<file path="config.mk">
export PLATFORM = sky130hd
export DESIGN_NAME = mcu_dmem_responder
export DESIGN_NICKNAME = d
export VERILOG_FILES = /design/src/rtl/mcu_isa_pkg.sv /design/src/rtl/mcu_amo_alu.sv /design/src/rtl/mcu_dmem_responder.sv
export SDC_FILE = /design/constraint.sdc
export NUM_CORES = 1
export LEC_CHECK = 0
export BUFFER_PORTS_ARGS = -buffer_cell sky130_fd_sc_hd__buf_2
export CAP_MARGIN = 10
export CORE_AREA = 10 10 148 150
export CTS_BUF_LIST = sky130_fd_sc_hd__clkbuf_16
export DETAILED_ROUTE_END_ITERATION = 10
export DIE_AREA = 0 0 158 160
export GPL_ROUTABILITY_DRIVEN = 0
export PLACE_DENSITY = 0.8
export RECOVER_POWER = 25
export SLEW_MARGIN = 20
export SYNTH_ARGS = -nofsm -noshare
export SYNTH_HDL_FRONTEND = slang
export SYNTH_SLANG_ARGS = --single-unit
</file>
<file path="constraint.sdc">
create_clock -name clk -period 4.1 [get_ports clk]
set_input_delay 1.025 -clock clk [delete_from_list [all_inputs] [get_ports clk]]
set_output_delay 1.025 -clock clk [all_outputs]
set_load 0.02 [all_outputs]
</file>
<file path="src/rtl/mcu_isa_pkg.sv">
// Shared MCU ISA constants: AMO funct5 encodings and the DMEM responder state encoding.
package mcu_isa_pkg;

    localparam logic [4:0] AMO_ADD  = 5'b00000;
    localparam logic [4:0] AMO_SWAP = 5'b00001;
    localparam logic [4:0] AMO_LR   = 5'b00010;
    localparam logic [4:0] AMO_SC   = 5'b00011;
    localparam logic [4:0] AMO_XOR  = 5'b00100;
    localparam logic [4:0] AMO_OR   = 5'b01000;
    localparam logic [4:0] AMO_AND  = 5'b01100;
    localparam logic [4:0] AMO_MIN  = 5'b10000;
    localparam logic [4:0] AMO_MAX  = 5'b10100;
    localparam logic [4:0] AMO_MINU = 5'b11000;
    localparam logic [4:0] AMO_MAXU = 5'b11100;

    typedef logic [2:0] dmem_state_t;

    localparam dmem_state_t DMEM_IDLE   = 3'd0;
    localparam dmem_state_t DMEM_ISSUE  = 3'd1;
    localparam dmem_state_t DMEM_RDATA  = 3'd2;
    localparam dmem_state_t DMEM_WRBACK = 3'd3;
    localparam dmem_state_t DMEM_RESP   = 3'd4;

    function automatic logic amo_funct5_legal(input logic [4:0] funct5);
        logic legal;
        case (funct5)
            AMO_ADD, AMO_SWAP, AMO_LR, AMO_SC, AMO_XOR, AMO_OR, AMO_AND,
            AMO_MIN, AMO_MAX, AMO_MINU, AMO_MAXU: legal = 1'b1;
            default:                              legal = 1'b0;
        endcase
        return legal;
    endfunction

endpackage

</file>
<file path="src/rtl/mcu_amo_alu.sv">
// Combinational AMO datapath: computes the word written back for a read-modify-write AMO.
module mcu_amo_alu
    import mcu_isa_pkg::*;
(
    input  logic [4:0]  funct5,
    input  logic [31:0] old_word,
    input  logic [31:0] operand,
    output logic [31:0] new_word
);

    always_comb begin
        new_word = old_word;
        case (funct5)
            AMO_ADD:  new_word = old_word + operand;
            AMO_SWAP: new_word = operand;
            AMO_XOR:  new_word = old_word ^ operand;
            AMO_OR:   new_word = old_word | operand;
            AMO_AND:  new_word = old_word & operand;
            AMO_MIN:  new_word = ($signed(old_word) < $signed(operand)) ? old_word : operand;
            AMO_MAX:  new_word = ($signed(old_word) > $signed(operand)) ? old_word : operand;
            AMO_MINU: new_word = (old_word < operand) ? old_word : operand;
            AMO_MAXU: new_word = (old_word > operand) ? old_word : operand;
            default:  new_word = old_word;
        endcase
    end

endmodule

</file>
<file path="src/rtl/mcu_dmem_responder.sv">
// Data-memory responder: serves loads, stores, AMOs and LR/SC against a single-port word SRAM,
// returning the old word (or SC status) on a valid/ready response channel.
module mcu_dmem_responder
    import mcu_isa_pkg::*;
#(
    parameter int unsigned AW    = 32,
    parameter int unsigned DEPTH = 4096,
    localparam int unsigned IW   = $clog2(DEPTH)
) (
    input  logic          clk,
    input  logic          rst_n,
    input  logic          req_valid,
    output logic          req_ready,
    input  logic [AW-1:0] req_addr,
    input  logic [31:0]   req_wdata,
    input  logic [3:0]    req_wstrb,
    input  logic          req_read,
    input  logic          req_write,
    input  logic          req_amo,
    input  logic [4:0]    req_funct5,
    output logic          rsp_valid,
    input  logic          rsp_ready,
    output logic [31:0]   rsp_rdata,
    output logic          rsp_err,
    output logic          sram_en,
    output logic [3:0]    sram_we,
    output logic [IW-1:0] sram_addr,
    output logic [31:0]   sram_wdata,
    input  logic [31:0]   sram_rdata
);

    dmem_state_t   state_q, state_d;
    logic [IW-1:0] word_q;
    logic [31:0]   wdata_q;
    logic [3:0]    wstrb_q;
    logic [4:0]    funct5_q;
    logic          is_store_q, is_rmw_q, is_lr_q, is_sc_q;
    logic [31:0]   new_q;
    logic          resv_valid_q;
    logic [IW-1:0] resv_addr_q;
    logic [31:0]   rsp_rdata_q;
    logic          rsp_err_q;

    logic          range_err, dec_err, sc_hit;
    logic [31:0]   alu_new;

    assign range_err = (64'(req_addr[AW-1:2]) >= 64'(DEPTH));

    always_comb begin
        dec_err = range_err;
        if (req_amo) begin
            dec_err = dec_err || (req_addr[1:0] != 2'b00) || !amo_funct5_legal(req_funct5);
        end else begin
            dec_err = dec_err || (!req_read && !req_write) || (req_read && req_write)
                      || (req_write && (req_wstrb == 4'h0));
        end
    end

    assign sc_hit = resv_valid_q && (resv_addr_q == word_q);

    mcu_amo_alu u_amo_alu (
        .funct5   (funct5_q),
        .old_word (sram_rdata),
        .operand  (wdata_q),
        .new_word (alu_new)
    );

    always_comb begin
        state_d = state_q;
        case (state_q)
            DMEM_IDLE:   if (req_valid) state_d = dec_err ? DMEM_RESP : DMEM_ISSUE;
            DMEM_ISSUE:  state_d = (is_store_q || is_sc_q) ? DMEM_RESP : DMEM_RDATA;
            DMEM_RDATA:  state_d = is_rmw_q ? DMEM_WRBACK : DMEM_RESP;
            DMEM_WRBACK: state_d = DMEM_RESP;
            DMEM_RESP:   if (rsp_ready) state_d = DMEM_IDLE;
            default:     state_d = DMEM_IDLE;
        endcase
    end

    // A failed SC issues no SRAM access at all.
    always_comb begin
        sram_en = 1'b0;
        sram_we = 4'h0;
        case (state_q)
            DMEM_ISSUE: begin
                if (is_sc_q) begin
                    sram_en = sc_hit;
                    sram_we = sc_hit ? 4'hF : 4'h0;
                end else begin
                    sram_en = 1'b1;
                    sram_we = is_store_q ? wstrb_q : 4'h0;
                end
            end
            DMEM_WRBACK: begin
                sram_en = 1'b1;
                sram_we = 4'hF;
            end
            default: ;
        endcase
    end

    assign sram_addr  = word_q;
    assign sram_wdata = (state_q == DMEM_WRBACK) ? new_q : wdata_q;
    assign req_ready  = (state_q == DMEM_IDLE);
    assign rsp_valid  = (state_q == DMEM_RESP);
    assign rsp_rdata  = rsp_rdata_q;
    assign rsp_err    = rsp_err_q;

    always_ff @(posedge clk or negedge rst_n) begin
        if (!rst_n) begin
            state_q      <= DMEM_IDLE;
            word_q       <= '0;
            wdata_q      <= '0;
            wstrb_q      <= '0;
            funct5_q     <= '0;
            is_store_q   <= 1'b0;
            is_rmw_q     <= 1'b0;
            is_lr_q      <= 1'b0;
            is_sc_q      <= 1'b0;
            new_q        <= '0;
            resv_valid_q <= 1'b0;
            resv_addr_q  <= '0;
            rsp_rdata_q  <= '0;
            rsp_err_q    <= 1'b0;
        end else begin
            state_q <= state_d;
            case (state_q)
                DMEM_IDLE: begin
                    if (req_valid) begin
                        word_q      <= req_addr[IW+1:2];
                        wdata_q     <= req_wdata;
                        wstrb_q     <= req_wstrb;
                        funct5_q    <= req_funct5;
                        is_store_q  <= !req_amo && req_write;
                        is_lr_q     <= req_amo && (req_funct5 == AMO_LR);
                        is_sc_q     <= req_amo && (req_funct5 == AMO_SC);
                        is_rmw_q    <= req_amo && (req_funct5 != AMO_LR)
                                       && (req_funct5 != AMO_SC);
                        rsp_err_q   <= dec_err;
                        rsp_rdata_q <= '0;
                    end
                end
                DMEM_ISSUE: if (is_sc_q) rsp_rdata_q <= {31'b0, !sc_hit};
                DMEM_RDATA: begin
                    rsp_rdata_q <= sram_rdata;
                    new_q       <= alu_new;
                end
                default: ;
            endcase

            if ((state_q == DMEM_ISSUE) && is_lr_q) begin
                resv_valid_q <= 1'b1;
                resv_addr_q  <= word_q;
            end else if (((state_q == DMEM_ISSUE) && is_sc_q)
                         || ((sram_we != 4'h0) && (sram_addr == resv_addr_q))) begin
                resv_valid_q <= 1'b0;
            end
        end
    end

endmodule
</file>
## Yosys cells after proc, flatten, opt, wreduce, memory -nomap -nowiden

Memories as Yosys holds them, arrays and structs flattened.
Index checks and enable logic that the tools add are counted.

- Register bits after elaboration: 138
- Memory bits (read-only): 32
- Input port bits: 112
- Output and inout bits: 84
- Logic and storage cells: 104
- Memories kept: 1

- Add/sub/neg operators: 1
- Order comparisons: 5
- Equal/unequal tests: 21
- Mux-type cells: 25
- Bitwise operators: 3
- Reduce and logical (&&, ||, !) cells: 34

Memory list:

| name | words | bits a word | rd ports | clocked after Yosys merged registers in | write ports | RTL line | RTL |
|---|---|---|---|---|---|---|---|
| (name not given) | 32 | 1 | 1 | 0 | 0 | mcu_isa_pkg.sv:26 | `case (funct5)` |

Operators by type and width:

| kind | number |
|---|---|
| $pmux W32 S9 | 1 |
| $mux W32 | 7 |
| $pmux W32 S3 | 1 |
| $gt A32 B32 Y1 | 2 |
| $lt A32 B32 Y1 | 2 |
| $add A32 B32 Y32 | 1 |
| $and A32 B32 Y32 | 1 |
| $or A32 B32 Y32 | 1 |
| $xor A32 B32 Y32 | 1 |
| $ge A30 B13 Y1 const B | 1 |
| $eq A12 B12 Y1 | 2 |
| $eq A5 B5 Y1 const B | 4 |
| $mux W3 | 5 |
| $pmux W3 S5 | 1 |
| $logic_and A1 B1 Y1 | 12 |
| $mux W4 | 3 |
| $eq A5 B2 Y1 const B | 2 |
| $eq A5 B4 Y1 const B | 2 |
| $ne A5 B2 Y1 const B | 2 |
| $pmux W4 S2 | 1 |
| $logic_or A1 B1 Y1 | 7 |
| $eq A3 B2 Y1 const B | 2 |
| $eq A5 B1 Y1 const B | 1 |
| $eq A5 B3 Y1 const B | 1 |
| 15 further kinds | 26 |

## Logic depth before layout (Yosys ltp)

- Depth after elaboration: 10
- Mapped depth: 15
- Gate-level depth less buffers: 11

## Modules after synthesis

From an unflattened synthesis, not the netlist that was laid out.

- Cell total of the unflattened synthesis: 1315
- Area, all modules: 11302.1 um^2

By module, submodules not included:

| module | instances | cells an instance | area each (um^2) | sequential area each (um^2) |
|---|---|---|---|---|
| mcu_dmem_responder | 1 | 528 | 5985.7 | 3453.3 |
| mcu_amo_alu | 1 | 787 | 5316.3 | 0.0 |

## Worst setup path after synthesis

Ideal clock, no wire load.

- Path kind: input to register
- Start point: input sram_rdata[21]
- End point: register new_q[22]
- Setup time: 137 ps
- Arrival time: 4130 ps
- Data required time: 3963 ps
- Slack: -168 ps
- Stages: 15
- Buffers on the path: 4
- Cells stage by stage: inv_1 ha_1 buf_4 nor2b_1 o211ai_1 a21oi_1 or4_1 buf_2 or3_1 buf_2 a222oi_1 nand3_2 buf_6 a2111oi_4 nor3_1

- Word-level cells in the longest chain between the ends: 3
- Elaborated cells between the ends (all ways): 10
- Those cells by class: 1 x add/sub; 4 x order compare; 5 x mux

RTL lines:

| item | RTL line | RTL |
|---|---|---|
| start, declared | mcu_dmem_responder.sv:29 | `input logic [31:0] sram_rdata` |
| $gt A32 B32 Y1 (tied with other cells) | mcu_amo_alu.sv:22 | `AMO_MAXU: new_word = (old_word > operand) ? old_word : operand;` |
| $mux W32 (on tied branches) | n/a |  |
| $pmux W32 S9 (*) | mcu_amo_alu.sv:13 | `case (funct5)` |
| end signal, assigned | mcu_dmem_responder.sv:146 | `new_q <= alu_new;` |
| end, declared | mcu_dmem_responder.sv:38 | `logic [31:0] new_q;` |

Mark *: on every way between the ends. The rest lies on a longest branch, timed or not.
A chain may end at the register's enable or synchronous reset.

## Worst setup path in the final report

- Start point: input sram_rdata[13]
- End point: register new_q[27]

Same word-level chain as after synthesis.

==> summary.txt <==
Synth
  – Yosys Warn Count: 0
  – Post-synth EDFFs: 0
  – Synth area leader: dfrtp_1
  – Cells after Synth: 1283
  – Area contributors post-synth: dfrtp_1, ha_1, nand2_1
  – Top cell type's share of synthesized area: 32.9%
  – Most used DFF post-synth: dfrtp_1
  – Register area share after synthesis: 32.9%
  – Mapped Nets: 1492
  – Synth Area per Inst: 8.19 µm²
  – Synth Register Bits: 138
  – Mapped Area: 0.0105 mm²
  – Post-synth top cells: nand2_1, dfrtp_1, o21ai_0
  – Synth cell types: 63
  – FFs w/ async S/R, synth: 100%
  – Count leader, synth: nand2_1

Timing
  – Rel. slew slack: -43.6%
  – Final slew viol count: 88
  – Maximum clock frequency: 254 MHz
  – Post-route setup slack: 0.165 ns
  – RSZ-0062 raised after global routing: no
  – Slew @ Worst Pin: 2.15 ns
  – Worst hold slack: 0.476 ns
  – Setup TNS: 0 ns
  – Final hold vios: 0
  – Fin crit period: 3.94 ns
  – Setup Skew: 0.0122 ns
  – Final period util: 96.0%
  – Endpoints failing setup: 0

Drt
  – Metal2 WL: 15.8 mm
  – Via count: 11100
  – Met3 routed WL: 3.67 mm
  – M1 wire length: 13.8 mm
  – Pre-Repair DR Iteration Count: 5
  – Antenna viol nets, final: 0
  – Drt wl/cell: 19.2 µm
  – Vias per inst: 6.15
  – Top sig layer: met5
  – Total wire length: 34.6 mm
  – # DRC: 0
  – DRT iter0 DRCs: 827

Critical path
  – Top delay family on crit path: compound AO/OA/AOI/OAI gates
  – Crit path DAT: 4.23 ns
  – CP Launch Type: primary input
  – CP most frequent cell: buf_4
  – Slowest CP cell: nor4_2
  – Crit end category: flop
  – Worst r2r src: wdata_q[22]
  – CP Data Required Time: 4.39 ns
  – Slowest stage delay, CP: 0.40 ns
  – Worst-path fanout max: 8
  – Crit path kind: in2reg
  – Worst path bufs/invs: 5
  – Crit path cell chain: buf_2 > inv_1 > ha_1 > buf_4 > nor4_2 > nand3_1 > a21oi_1 > o41a_1 > o31ai_1 > a222oi_1 > buf_4 > nand3_2 > buf_4 > a221oi_1 > a21oi_1
  – CP startpoint: sram_rdata[13]

Placed design
  – Area after DPL: 0.0125 mm²
  – DP HPWL: 25.0 mm
  – DP Worst Slack: -0.322 ns
  – Placed Instances: 1763
  – Number of port buffers: 195

Min path
  – Worst hold start: rsp_rdata[6]
  – Worst Hold Class: reg2reg

Floorplan
  – Die Y: 160 µm
  – Die ar.: 0.0253 mm²
  – Number of cell rows: 51
  – Die width: 158 µm
  – Starting density of the core: 55.0%
  – Core area: 0.0191 mm²
  – Top Ports: 196

Clock network
  – Skew-Pair Late Insertion Delay: 0.44 ns
  – CTS buffer count: 17
  – CTS tree: built
  – Clk buf depth: 2
  – Clock transition at the registers of the reported paths: 0.07 ns
  – Clock net sink count: 138
  – CTS Root Cell: clkbuf_16
  – H-tree depth: 4

Outcome
  – Failing checks: max-capacitance violations, max-slew violations
  – Run status: complete, but fails checks

Layout
  – Area Growth Syn to Fin: 24.1%
  – Share of cells above drive strength 1: 26.7%
  – Final Cell Area: 0.0130 mm²
  – Util after Layout: 68.3%
  – Non-filler cells, final: 1800
  – Nets: 1754
  – Fillers: 1522

Power
  – Leak pwr: 6.36 nW
  – Worst VDD drop: 0.271 mV
  – Power per Cell Area: 412 mW/mm²
  – Pwr Total: 5.37 mW

GRT
  – Largest net degree at the start of global routing: 88
  – Initial antenna violation count: 9
  – First-pass GRT wire length: 55.6 mm
  – GR Util All Layers: 27.0%
  – Vias in the first global route: 11000
  – Global route total overflow: 0

Run
  – MaxCap Viol Count: 1
==> power breakdown <==
group	leakage [nW]	switching, mW	internal, mW
clock network	0.260	0.646	0.832
registers	1.74	0.159	1.48
logic	4.35	1.36	0.889
==> worst register-to-register path, cell delays in order (launching register included) <==
cell      delay, ns
dfrtp_1        0.49
inv_1          0.13
ha_1           0.36
nor4_2         0.45
nand4_1        0.22
a21oi_1        0.29
or4_1          0.27
o31ai_1        0.15
a222oi_1       0.36
buf_4          0.18
nand3_2        0.12
buf_4          0.22
a221oi_1       0.28
a21oi_1        0.13
==> kinds of logic (layout without fill, tap and decap cells) <==
family,Yosys count,count (layout),synth area share (%)
AO/OA/AOI/OAI,396,396,23.9
XOR/XNOR,33,33,2.75
adder cells (fa/ha/maj),97,97,11.6
buffers and inverters,160,433,5.97
flip-flops,138,138,32.9
multiplexers,51,51,5.40
other,0,6,0
AND/OR/NAND/NOR,408,408,17.4
==> sequential cells by signal, indices dropped and copies added, names as in the netlist, 3 cells and up <==
name / flops
new_q: 32
rsp_rdata: 32
wdata_q: 32
resv_addr_q: 12
sram_addr: 12
funct5_q: 5
wstrb_q: 4
state_q: 3
==> cells in the final DEF (no fill, tap or decap), types with 10 or more instances in the layout <==
cell,n
o21ai_0,127
a21o_1,10
nand4_1,12
dfrtp_1,137
ha_1,95
inv_1,80
a21oi_1,111
mux2_2,45
a221oi_1,26
buf_4,125
buf_2,194
nor4_1,10
o31ai_1,14
and3_1,10
nor3_1,25
xnor2_1,28
nor2_1,81
or3_1,11
nand2_1,195
nand3_1,20
clkbuf_16,17
nor2b_1,12
a211oi_1,11
o221ai_1,10
==> cell type report <==
class,instances,area (µm²),share of cell area (%)
multi-input cells,985,6480,49.7
flip-flops and latches,138,3450,26.5
repair buffers,322,1940,14.9
clock buffers,17,425,3.26
inverters,81,304,2.33
well taps,238,298,2.28
clock inverters,13,121,0.931
diodes,6,15.0,0.115
==> repair_timing <==
item	4_1_cts	5_1_grt
hold buffers	0	0
endpoints found under the setup margin	0	27
setup buffers	0	1
resized for setup	0	2
==> path summary, 6_finish.rpt <==
kind / end / slack [ns] / depth (start not counted)
min in group asynchronous: rsp_rdata[12] / 1.18 / 1
worst max-delay path: new_q[27] / 0.16 / 15
worst min register to register: rsp_rdata[6] / 0.48 / 2
max in group asynchronous: new_q[28] / 0.67 / 2
worst min-delay path: rsp_rdata[6] / 0.48 / 2
worst max register to register: new_q[27] / 0.32 / 13
==> metal layers <==
metal / vias up / track usage, %
li1: 5105 / -
met1: 5229 / 33.4
met2: 609 / 41.9
met3: 129 / 8.49
met4: 4 / 12.6
met5: - / 0
No activity file was read; power rests on OpenSTA's default activity.
